--- config.mk ---
export PLATFORM = sky130hd
export DESIGN_NAME = oc8051_ice_xmem_arb
export DESIGN_NICKNAME = d
export VERILOG_FILES = /design/src/rtl/oc8051_ice_xmem_arb.sv
export SDC_FILE = /design/constraint.sdc
export NUM_CORES = 1
export LEC_CHECK = 0
export CORE_MARGIN = 4
export CORE_UTILIZATION = 41
export DETAILED_ROUTE_END_ITERATION = 6
export DONT_BUFFER_PORTS = 1
export GPL_ROUTABILITY_DRIVEN = 0
export GPL_TIMING_DRIVEN = 0
export HOLD_SLACK_MARGIN = 0.12
export PLACE_DENSITY = 0.64
export SYNTH_ARGS = -nofsm -noshare
export SYNTH_HDL_FRONTEND = slang
export SYNTH_SLANG_ARGS = --single-unit
--- constraint.sdc ---
create_clock -name i_clk -period 1.78 [get_ports i_clk]
set_clock_uncertainty 0.1 [all_clocks]
set_input_delay 0.356 -clock i_clk [delete_from_list [all_inputs] [get_ports i_clk]]
set_output_delay 0.356 -clock i_clk [all_outputs]
set_load 0.02 [all_outputs]
--- src/rtl/oc8051_ice_xmem_arb.sv ---
// External data RAM arbiter for the oc8051 iCE build: shares one single-port RAM between the
// core XDATA port and the debug/loader port with round-robin, debug lock and fixed-latency access.
module oc8051_ice_xmem_arb #(
  parameter int AW      = 16,
  parameter int MEM_LAT = 1,
  parameter int CW      = 16
) (
  input  logic          i_clk,
  input  logic          i_rst,
  input  logic          i_core_req,
  input  logic          i_core_we,
  input  logic [AW-1:0] i_core_addr,
  input  logic [7:0]    i_core_wdat,
  output logic          o_core_ack,
  output logic [7:0]    o_core_rdat,
  input  logic          i_dbg_req,
  input  logic          i_dbg_we,
  input  logic [AW-1:0] i_dbg_addr,
  input  logic [7:0]    i_dbg_wdat,
  output logic          o_dbg_ack,
  output logic [7:0]    o_dbg_rdat,
  input  logic          i_dbg_lock,
  output logic          o_mem_en,
  output logic          o_mem_we,
  output logic [AW-1:0] o_mem_addr,
  output logic [7:0]    o_mem_wdat,
  input  logic [7:0]    i_mem_rdat,
  output logic          o_busy,
  output logic [CW-1:0] o_core_wait
);

  typedef enum logic [1:0] {IDLE, ACCESS, ACK} state_t;

  localparam logic [1:0] LAT_LAST = 2'(MEM_LAT - 1);

  state_t     state, state_nxt;
  logic       owner_dbg;
  logic       last_dbg;
  logic       we_q;
  logic [1:0] lat_cnt;
  logic       grant_core, grant_dbg, lat_done, core_served;

  function automatic logic [CW-1:0] sat_inc(input logic [CW-1:0] v);
    return (v == {CW{1'b1}}) ? v : v + 1'b1;
  endfunction

  // Arbitration: lock gives debug strict priority, otherwise a tie goes to whoever lost last.
  always_comb begin
    grant_core = 1'b0;
    grant_dbg  = 1'b0;
    if (state == IDLE) begin
      if (i_dbg_lock) begin
        grant_dbg = i_dbg_req;
      end else if (i_core_req && i_dbg_req) begin
        grant_core = last_dbg;
        grant_dbg  = !last_dbg;
      end else begin
        grant_core = i_core_req;
        grant_dbg  = i_dbg_req;
      end
    end
  end

  assign lat_done    = (lat_cnt == LAT_LAST);
  assign core_served = (state == ACCESS || state == ACK) && !owner_dbg;

  always_ff @(posedge i_clk) begin
    if (i_rst) state <= IDLE;
    else       state <= state_nxt;
  end

  always_comb begin
    state_nxt = state;
    case (state)
      IDLE:    if (grant_core || grant_dbg) state_nxt = ACCESS;
      ACCESS:  if (lat_done) state_nxt = ACK;
      ACK:     state_nxt = IDLE;
      default: state_nxt = IDLE;
    endcase
  end

  always_comb begin
    o_mem_en   = (state == ACCESS);
    o_mem_we   = (state == ACCESS) && we_q;
    o_core_ack = (state == ACK) && !owner_dbg;
    o_dbg_ack  = (state == ACK) && owner_dbg;
    o_busy     = (state != IDLE);
  end

  // Request latch, latency counter, read capture and contention counter.
  always_ff @(posedge i_clk) begin
    if (i_rst) begin
      owner_dbg   <= 1'b0;
      last_dbg    <= 1'b1;
      we_q        <= 1'b0;
      lat_cnt     <= 2'd0;
      o_mem_addr  <= '0;
      o_mem_wdat  <= 8'h00;
      o_core_rdat <= 8'h00;
      o_dbg_rdat  <= 8'h00;
      o_core_wait <= '0;
    end else begin
      if (grant_core || grant_dbg) begin
        owner_dbg  <= grant_dbg;
        last_dbg   <= grant_dbg;
        we_q       <= grant_dbg ? i_dbg_we   : i_core_we;
        o_mem_addr <= grant_dbg ? i_dbg_addr : i_core_addr;
        o_mem_wdat <= grant_dbg ? i_dbg_wdat : i_core_wdat;
      end
      if (state == ACCESS) lat_cnt <= lat_done ? 2'd0 : lat_cnt + 2'd1;
      if (state == ACCESS && lat_done && !we_q) begin
        if (owner_dbg) o_dbg_rdat  <= i_mem_rdat;
        else           o_core_rdat <= i_mem_rdat;
      end
      if (i_core_req && !core_served) o_core_wait <= sat_inc(o_core_wait);
    end
  end

endmodule

Word-level counts from Yosys, hierarchy flattened. Cells that the tools add are included. Widths: inputs -> output; s select.

Input bits: 63. Logic and storage cells: 53. Output and inout bits: 61. Bits in registers: 63.

Add/sub/neg operators: 2. Equal/unequal tests: 5. Multiplexer cells: 13. Bitwise gates (word level): 2. Reduce and logical (&&, ||, !) cells: 21.

Operators by type and width (number): $add 16x1->16 const B (1); $eq 16x16->1 const B (1); $mux 16 (1); $logic_and 1x1->1 (8); $mux 8 (1); $reduce_and 2->1 (4); $mux 1 (7); $mux 2 (3); $logic_not 1->1 (4); $logic_not 2->1 (2); $ne 2x1->1 const B (2); $pmux 2 s2 (1); $add 2x1->2 const B (1); $eq 2x1->1 const B (1); $eq 2x2->1 const B (1); $logic_or 1x1->1 (2); $not 1->1 (2); $reduce_bool 2->1 (1).

Logic depth before layout (Yosys ltp). Gate-level depths: netlist of the first run.

Depth in word-level cells: 7. Gate-level depth with buffers: 8. Gate-level depth less buffers: 6.

Worst setup path before layout of the first run. No wires, ideal clock.

Kind: register to register. Start: register o_core_wait[0]. End: register o_core_wait[1]. Setup slack: -0.060 ns. Setup time: 0.115 ns. Period minus slack after synthesis: 1.840 ns. Arrival: 1.625 ns. Buffers on the path: 1. Data required time: 1.565 ns. Stages on the path, launching flop included: 7. Cell sequence: dfxtp_1 ha_1 nand4_2 nor4_4 buf_4 nor3b_1 o21ba_1.

Longest elaborated chain between the ends: 3. Elaborated cells on any way between the ends: 4. Those cells by class: 1 x add/sub; 1 x eq/ne; 1 x bitwise; 1 x reduce/logical.

RTL lines: from (decl) (line 29) `output logic [CW-1:0] o_core_wait`; from (signal assigned) (line 115) `if (i_core_req && !core_served) o_core_wait <= sat_inc(o_core_wait);`; parallel branches: the longest is 3 deep, another holds $add 16x1->16.

Several ways; the timed one is not identified. A chain may end at the register's enable or synchronous reset.

Worst setup path after layout of the first run.
Start: register state[1]. End: register o_core_wait[9].

Longest elaborated chain between the ends: 6. Elaborated cells on any way between the ends: 7. Those cells by class: 2 x eq/ne; 5 x reduce/logical.

RTL lines: from (decl) (line 36) `state_t state, state_nxt;`; from (signal assigned) (line 69) `else state <= state_nxt;`; $eq 2x1->1 or $eq 2x2->1 (tied branches) (line 65) `assign core_served = (state == ACCESS || state == ACK) && !owner_dbg;`; $logic_or 1x1->1 * (line 65); $logic_and 1x1->1 * (line 65); $logic_not 1->1 * (line 115); $logic_and 1x1->1 * (line 115); $reduce_and 2->1 (no source line) *.

Mark *: on every way between the ends. The rest lies on a longest branch, timed or not.

==> out/qor.yml, run 1 <==
area_growth_pct: 27.1
synth_top_family_by_area: "simple AND/OR/NAND/NOR gates"
path_delay_family: "simple AND/OR/NAND/NOR gates"
drc: 0
drtIter0Drc: 107
cts_tree: "yes"
core_sq_mm: 0.00687
pin_count: 124
grt_usage: 0.185
final_common_cell: "dfxtp_1"
end_kind: "flop"
ant_nets: 0
yosysTopAreaCell: "dfxtp_1"
clock_path_buffers: 2
startpoint_type: "flop"
worstReg2RegStart: "state[1]"
fin_crit_ns: 1.76
dp_cells: 422
hold_path_depth: 2
synth_top_area_share: 0.432
synth.distinct_cells: 42
drt_pass1_iterations: 4
insertion_delay_ns: 0.34
crit_start: "state[1]"
rrSetupSlack_ns: 0.02
cp.required_ns: 1.91
grt.overflow.total: 0
critPathBufInv: 1
cp.arrival_ns: 1.89
portBuffers: 0
synth_compound_area_frac: 0.160
netlist_top_cells_area: "dfxtp_1 43%, mux2i_1 9.6%, a211oi_1 6.7%"
die-area_sq_mm: 0.00853
finalHoldViolations: 0
cts-buffers-inserted: 9
synth_simple_gate_area_share: 0.220
htreeDepth: 3
postSynthCellCount: 326
fin_cells: 457
setup_viol: 0
cts-root-buf: "clkbuf_8"
cp_max_fo: 5
reg2regPathDepth: 6
muxShareOfSynthArea: 0.111
synth_enable_flop_cells: 0
vdd_drop_max_mv: 0.532
slew_violations: 0
chipHeight_um: 92.4
hp-start: "i_dbg_addr[4]"
grt_pass1_vias: 2470
row_count: 30
utilization: 0.540
syn_nets: 396
num_vias: 2508
power_density_mw_per_mm2: 1110
synthArstFlopShare: 0
viasPerCell: 5.49
start_util: 0.425
fmax_mhz: 567
ys.flop_type: "dfxtp_1"
die_w_um: 92.4
cp_slowest_cell: "dfxtp_2"
synthXorXnorAreaFrac: 0
postSynthAreaPerCell_sq_um: 8.95
antenna_found_initial: 0
wl_per_cell_um: 17.4
hpwl_um: 5400
leakage_nw: 1.42
period_share: 0.990
worstPathCellList: "inv_4 -> ha_4 -> nand2b_4 -> nand3_4 -> nor4b_4 -> mux2_4"
relSlewSlack: 0.634
min_path_type: "in2reg"
synth_fa_ha_area_frac: 0.0300
max_cap_viol_count: 0
wirelength_um: 7950
final_cell_mix: "45 x dfxtp_1, 40 x nand2_1, 36 x nor2_1"
status: "finished clean"
placed_area_sq_mm: 0.00305
reg2reg_to: "o_core_wait[9]"
grt_setup_unrepaired: "yes"
clk_pin_slew_ns: 0.07
yosysSeqAreaShare: 0.432
grt_pass1_wl_um: 12400
drive_gt1_frac: 0.239
criticalPathCategory: "reg2reg"
clock_sinks: 63
worst_pin_slew_ns: 0.549
grt_max_degree: 13
fillers: 628
fin_nets: 425
slowest_delay_ns: 0.36
synth_warnings: 0
hold_end: "o_mem_addr[4]"
syn_area_sq_mm: 0.00292
fin_area_sq_mm: 0.00371
synth-seq-cells: 63
-- through the flow --
step,setup WS [ns],hold WS (ns),setup TNS (ns),power (mW)
after global placement,-0.184,0.373,-3.55,2.50
after floorplan,0.0000728,0.360,0,2.36
after CTS,-0.0867,0.127,-0.729,4.12
final,0.0175,0.143,0,4.11
after detailed placement,-0.196,0.395,-4.25,2.52
after global routing,-0.0278,0.155,-0.0413,4.33
-- state kept, by name (all words and copies together), names as in the netlist --
| register | cells |
|---|---|
| state | 2 |
| owner_dbg | 1 |
| we_q | 1 |
| o_core_wait | 16 |
| o_mem_wdat | 8 |
| o_core_rdat | 8 |
| last_dbg | 1 |
| lat_cnt | 2 |
| o_dbg_rdat | 8 |
| o_mem_addr | 16 |
-- kinds of logic (layout without fill, tap and decap cells) --
logic type,Yosys count,in the layout
DFF,63,63
AOI/OAI and AO/OA,71,71
muxes,32,32
other,0,1
buffers and inverters,28,62
adders and majority gates,7,7
and+or+nand+nor,125,125
-- layer usage --
| metal | vias up | routed length, um | GRT usage | part of all wire |
|---|---|---|---|---|
| met2 | 106 | 3870 | 0.300 | 0.49 |
| li1 | 1226 | - | - | - |
| met1 | 1159 | 3180 | 0.213 | 0.40 |
| met5 | - | 0 | 0 | 0 |
| met3 | 17 | 732 | 0.0715 | 0.092 |
| met4 | 0 | 174 | 0.0879 | 0.022 |
-- power by group --
| part | internal [mW] | leakage (nW) | switching [mW] |
|---|---|---|---|
| clock | 0.932 | 0.116 | 0.596 |
| combinational | 0.316 | 0.781 | 0.431 |
| sequential | 1.56 | 0.527 | 0.283 |
| total | 2.80 | 1.42 | 1.31 |
-- repair_timing --
item | CTS | global route
resized for setup | 37 | 30
gates cloned | 1 | 0
endpoints found under the setup margin | 39 | 53
hold buffers | 9 | 0
endpoints found under the hold margin | 17 | 0
pin swaps | 4 | 6
setup buffers | 5 | 3
-- final cells by class --
| type | count | area [sq um] | area share |
|---|---|---|---|
| Antenna cell | 1 | 2.50 | 0.000674 |
| Tap cell | 96 | 120 | 0.0324 |
| Sequential cell | 63 | 1300 | 0.351 |
| Clock inverter | 7 | 119 | 0.0320 |
| Clock buffer | 9 | 124 | 0.0334 |
| Timing Repair Buffer | 18 | 168 | 0.0452 |
| Inverter | 9 | 38.8 | 0.0105 |
| Multi-Input combinational cell | 235 | 1730 | 0.465 |
| Buffer | 19 | 110 | 0.0297 |
-- worst max-delay path by stage --
stage,to,slack [ns],cells after the start
2_1_floorplan,o_core_wait[13],0.00007,6
3_3_place_gp,o_core_wait[1],-0.18,6
3_5_place_dp,o_core_wait[7],-0.20,7
4_1_cts,o_mem_we,-0.09,3
5_1_grt,o_core_wait[9],-0.03,6
6_report,o_core_wait[9],0.02,6
-- cell usage after synthesis (2+ instances only) --
library cell,n
dfxtp_1,63
nand2_1,41
nor2_1,36
a21oi_1,28
mux2i_1,28
a211oi_1,26
clkbuf_1,12
inv_1,9
ha_1,7
o31ai_1,7
or4_1,7
nand3_1,6
nor2b_1,5
mux2_2,4
nor4_1,4
or3_1,4
buf_2,3
buf_6,3
nand4_2,3
and2_1,2
and3_1,2
and4_1,2
nand2b_1,2
nand4_1,2
o21a_1,2
o21ai_0,2
(Power assumes the default switching activity.)
==> run 2: changes to the inputs <==
MAX_ROUTING_LAYER = met4   (was default)
==> run 2 against run 1 <==
Net effect: sequential share of layout area unchanged; via count decreased by 0.12%; clock power about the same; routed wire length about the same; hold slack about the same; critical endpoint unchanged.
==> out/qor.yml, run 2 (same netlist as run 1, synthesis figures left out) <==
wl_per_cell_um: 17.4
power_density_mw_per_mm2: 1110
viasPerCell: 5.48
fin_ws_ns: 0.0185
clock_path_buffers: 2
leakage_nw: 1.42
row_count: 30
fin_crit_ns: 1.76
wirelength_um: 7950
antenna_found_initial: 0
final_common_cell: "dfxtp_1"
drt_pass1_iterations: 4
hpwl_um: 5400
worstReg2RegStart: "state[1]"
startpoint_type: "flop"
fin_nets: 425
whs_ns: 0.143
cp_max_fo: 5
p_sw_mw: 1.31
grt_pass1_vias: 2469
insertion_delay_ns: 0.34
chipHeight_um: 92.4
p_int_mw: 2.80
clk_pin_slew_ns: 0.07
power.total_mw: 4.11
status: "finished clean"
multi_input_area_sq_mm: 0.00173
portBuffers: 0
area_growth_pct: 27.1
pre_cts_slack_ns: -0.196
fin_cells: 457
grt_max_degree: 13
cp.arrival_ns: 1.89
relSlewSlack: 0.642
reg.largest.list: "o_core_wait: 16 flops, o_mem_addr: 16 flops"
pwr-share-seq: 0.447
fillers: 628
fin_area_sq_mm: 0.00371
grt_usage: 0.190
ff_latch_area_sq_mm: 0.00130
die-area_sq_mm: 0.00853
reg2regPathDepth: 6
clock_sinks: 63
criticalPathCategory: "reg2reg"
switching_share: 0.318
cts-buffers-inserted: 9
cp_slowest_cell: "dfxtp_2"
cts-root-buf: "clkbuf_8"
worst_pin_slew_ns: 0.537
start_util: 0.425
crit_start: "state[1]"
rrSetupSlack_ns: 0.02
setup_viol: 0
cp.required_ns: 1.91
vdd_drop_max_mv: 0.529
placed_area_sq_mm: 0.00305
drc: 0
final_cell_mix: "45 x dfxtp_1, 40 x nand2_1, 36 x nor2_1"
end_kind: "flop"
period_share: 0.990
p_comb_frac: 0.181
drtIter0Drc: 103
grt_pass1_wl_um: 12400
worstPathCellList: "inv_4 -> ha_4 -> nand2b_4 -> nand3_4 -> nor4b_4 -> mux2_4"
min_path_type: "in2reg"
slowest_delay_ns: 0.36
slew_violations: 0
htreeDepth: 3
grt_setup_unrepaired: "yes"
ant_nets: 0
drive_gt1_frac: 0.239
max_cap_viol_count: 0
p_clk_frac: 0.372
reg2reg_to: "o_core_wait[9]"
fmax_mhz: 568
dp_cells: 422
finalHoldViolations: 0
pin_count: 124
num_vias: 2505
die_w_um: 92.4
grt.overflow.total: 0
endpoint: "o_core_wait[9]"
core_sq_mm: 0.00687
cts_tree: "yes"
## run 2: cell counts in the layout (fill, tap and decap cells not counted)
Identical to the previous run, type by type.
## run 2: cell type report
| type | instances | share of cell area |
|---|---|---|
| multi-input cells | 235 | 0.465 |
| repair buffers | 18 | 0.0452 |
| flip-flops and latches | 63 | 0.351 |
| plain buffers | 19 | 0.0297 |
| well taps | 96 | 0.0324 |
| diodes | 1 | 0.000674 |
| inverters | 9 | 0.0105 |
| clock inverters | 7 | 0.0320 |
| clock buffers | 9 | 0.0334 |
## run 2: worst min path at each step
stage	from	end	depth (start not counted)	slack (ns)
3_5_place_dp	lat_cnt[0]	lat_cnt[0]	2	0.39
6_report	i_dbg_addr[14]	o_mem_addr[14]	2	0.14
4_1_cts	i_dbg_addr[8]	o_mem_addr[8]	2	0.13
2_1_floorplan	last_dbg	last_dbg	1	0.36
5_1_grt	i_dbg_addr[1]	o_mem_addr[1]	2	0.15
3_3_place_gp	last_dbg	last_dbg	1	0.37
## run 2: power by group through the flow
stage          Clock (mW)  Combinational (mW)  Sequential (mW)
3_5_place_dp            0               0.657             1.87
3_3_place_gp            0               0.639             1.86
5_1_grt              1.64               0.829             1.86
4_1_cts              1.57               0.709             1.84
2_1_floorplan           0               0.535             1.83
6_report             1.53               0.746             1.84
## run 2: metrics by stage
| stage | util | TNS (ns) |
|---|---|---|
| floorplan | - | 0 |
| global placement | 0.444 | -3.55 |
| detailed placement | 0.444 | -4.25 |
| CTS | 0.523 | -0.729 |
| global route | 0.540 | -0.0414 |
| finish | 0.540 | 0 |
## run 2: routing by layer
layer,wire [um],part of all wire,track usage
met1,3250,0.41,0.220
met2,3870,0.49,0.300
met3,662,0.083,0.0609
met4,167,0.021,0.0879
met5,0,0,-
## run 2: what timing repair did
action | 4_1_cts | 5_1_grt
setup buffers | 5 | 3
hold buffers | 9 | 0
endpoints found under the hold margin | 17 | 0
resized for setup | 37 | 30
endpoints found under the setup margin | 39 | 53
cloned | 1 | 0
pin swaps | 4 | 6
## run 2: worst max-delay path: cells and delay by family (launching register included)
kind                     cells  cell delay (ns)
multiplexers                 1             0.32
adder cells (fa/ha/maj)      1             0.24
AND/OR/NAND/NOR              3             0.57
flip-flops                   1             0.36
buffers and inverters        1             0.06
==> run 3: changes to the inputs <==
CTS_BUF_LIST = sky130_fd_sc_hd__clkbuf_8   (was default)
REMOVE_ABC_BUFFERS = 1   (was default)
==> run 3 against run 2 <==
Net effect: clock-buffer cell count did not move; clock power fell by 22%; via count fell by 3.2%; highest routed layer unchanged; final cell count fell by 4.2%; non-clock buffer count fell by 19; the run now ends with negative setup slack left; critical path depth did not move; routed wire length fell by 11%; combinational power fell by 5.9%; hold slack got worse by 0.0045 ns.
==> out/qor.yml, run 3 (same netlist as run 1, synthesis figures left out) <==
fin_cells: 438
startpoint_type: "flop"
fin_area_sq_mm: 0.00355
portBuffers: 0
viasPerCell: 5.54
grt_pass1_vias: 2325
drtIter0Drc: 70
start_util: 0.425
whs_ns: 0.139
grt_usage: 0.171
worst_pin_slew_ns: 0.491
drive_gt1_frac: 0.225
fin_nets: 407
pre_cts_slack_ns: -0.680
finalHoldViolations: 0
violations: "negative setup slack"
die-area_sq_mm: 0.00853
max_cap_viol_count: 0
fin_crit_ns: 1.78
drt_pass1_iterations: 4
grt.overflow.total: 0
fin_ws_ns: -0.00156
power.total_mw: 3.73
drc: 0
cts_tree: "yes"
dp_cells: 403
p_sw_mw: 1.24
diodes: 0
die_w_um: 92.4
fin_tns_setup_ns: -0.00156
cp.arrival_ns: 1.90
criticalPathCategory: "reg2reg"
p_int_mw: 2.49
antenna_found_initial: 0
relSlewSlack: 0.672
cp_max_fo: 5
row_count: 30
p_clk_frac: 0.319
final_cell_mix: "45 x dfxtp_1, 40 x nand2_1, 34 x nor2_1"
clock_path_buffers: 2
final_common_cell: "dfxtp_1"
vdd_drop_max_mv: 0.426
cts-buffers-inserted: 9
core_sq_mm: 0.00687
grt_pass1_wl_um: 11300
power_density_mw_per_mm2: 1050
cp.required_ns: 1.90
grt_setup_unrepaired: "yes"
num_vias: 2426
pwr-share-seq: 0.493
fillers: 639
placed_area_sq_mm: 0.00294
status: "finished, violations left"
chipHeight_um: 92.4
wirelength_um: 7040
utilization: 0.516
clock_sinks: 63
wl_per_cell_um: 16.1
switching_share: 0.331
grt_max_degree: 60
clk_pin_slew_ns: 0.07
setup_viol: 1
p_comb_frac: 0.188
fmax_mhz: 561
cts-root-buf: "clkbuf_8"
reg.largest.list: "o_core_wait: 16 flops, o_mem_addr: 16 flops"
hpwl_um: 4490
period_share: 1.00
min_path_type: "in2reg"
area_growth_pct: 21.5
htreeDepth: 3
ant_nets: 0
leakage_nw: 1.36
end_kind: "flop"
pin_count: 124
slew_violations: 0
insertion_delay_ns: 0.33
## run 3: final timing paths
kind / to / slack, ns / cells after the start / from
worst max-delay path: o_core_wait[9] / -0.002 / 6 / state[1]
worst min-delay path: state[1] / 0.14 / 2 / i_dbg_req
worst max register to register: o_core_wait[9] / -0.002 / 6 / state[1]
worst min register to register: lat_cnt[0] / 0.41 / 2 / lat_cnt[0]
## run 3: critical path, stage by stage, from the launching register on
cell      delay, ns
dfxtp_4        0.36
inv_4          0.08
ha_4           0.20
nand2b_4       0.11
nand3_4        0.16
nor4b_4        0.34
mux2_4         0.33
## run 3: power by group through the flow
| stage | combinational, mW | sequential [mW] | clock, mW |
|---|---|---|---|
| after floorplan | 0.480 | 1.82 | 0 |
| after global placement | 0.564 | 1.86 | 0 |
| after detailed placement | 0.574 | 1.86 | 0 |
| after CTS | 0.688 | 1.84 | 1.24 |
| after global routing | 0.788 | 1.86 | 1.30 |
| final | 0.702 | 1.84 | 1.19 |
## run 3: final cells by class
class / count / area, sq um / share of cell area
multi-input cells: 236 / 1730 / 0.487
inverters: 9 / 36.3 / 0.0102
clock buffers: 9 / 124 / 0.0349
well taps: 96 / 120 / 0.0339
clock inverters: 7 / 66.3 / 0.0187
flip-flops and latches: 63 / 1300 / 0.365
repair buffers: 18 / 175 / 0.0494
## run 3: timing repair
action,CTS,global route
pin swaps,5,6
cloned,1,0
setup endpoints to repair,59,23
gates resized for setup,45,17
hold buffers,9,0
hold endpoints to repair,59,0
setup buffers,7,2
## run 3: routing by layer
metal | track usage | wire length (um)
met2 | 0.261 | 3200
met5 | - | 0
met1 | 0.207 | 2970
met3 | 0.0601 | 775
met4 | 0.0668 | 99
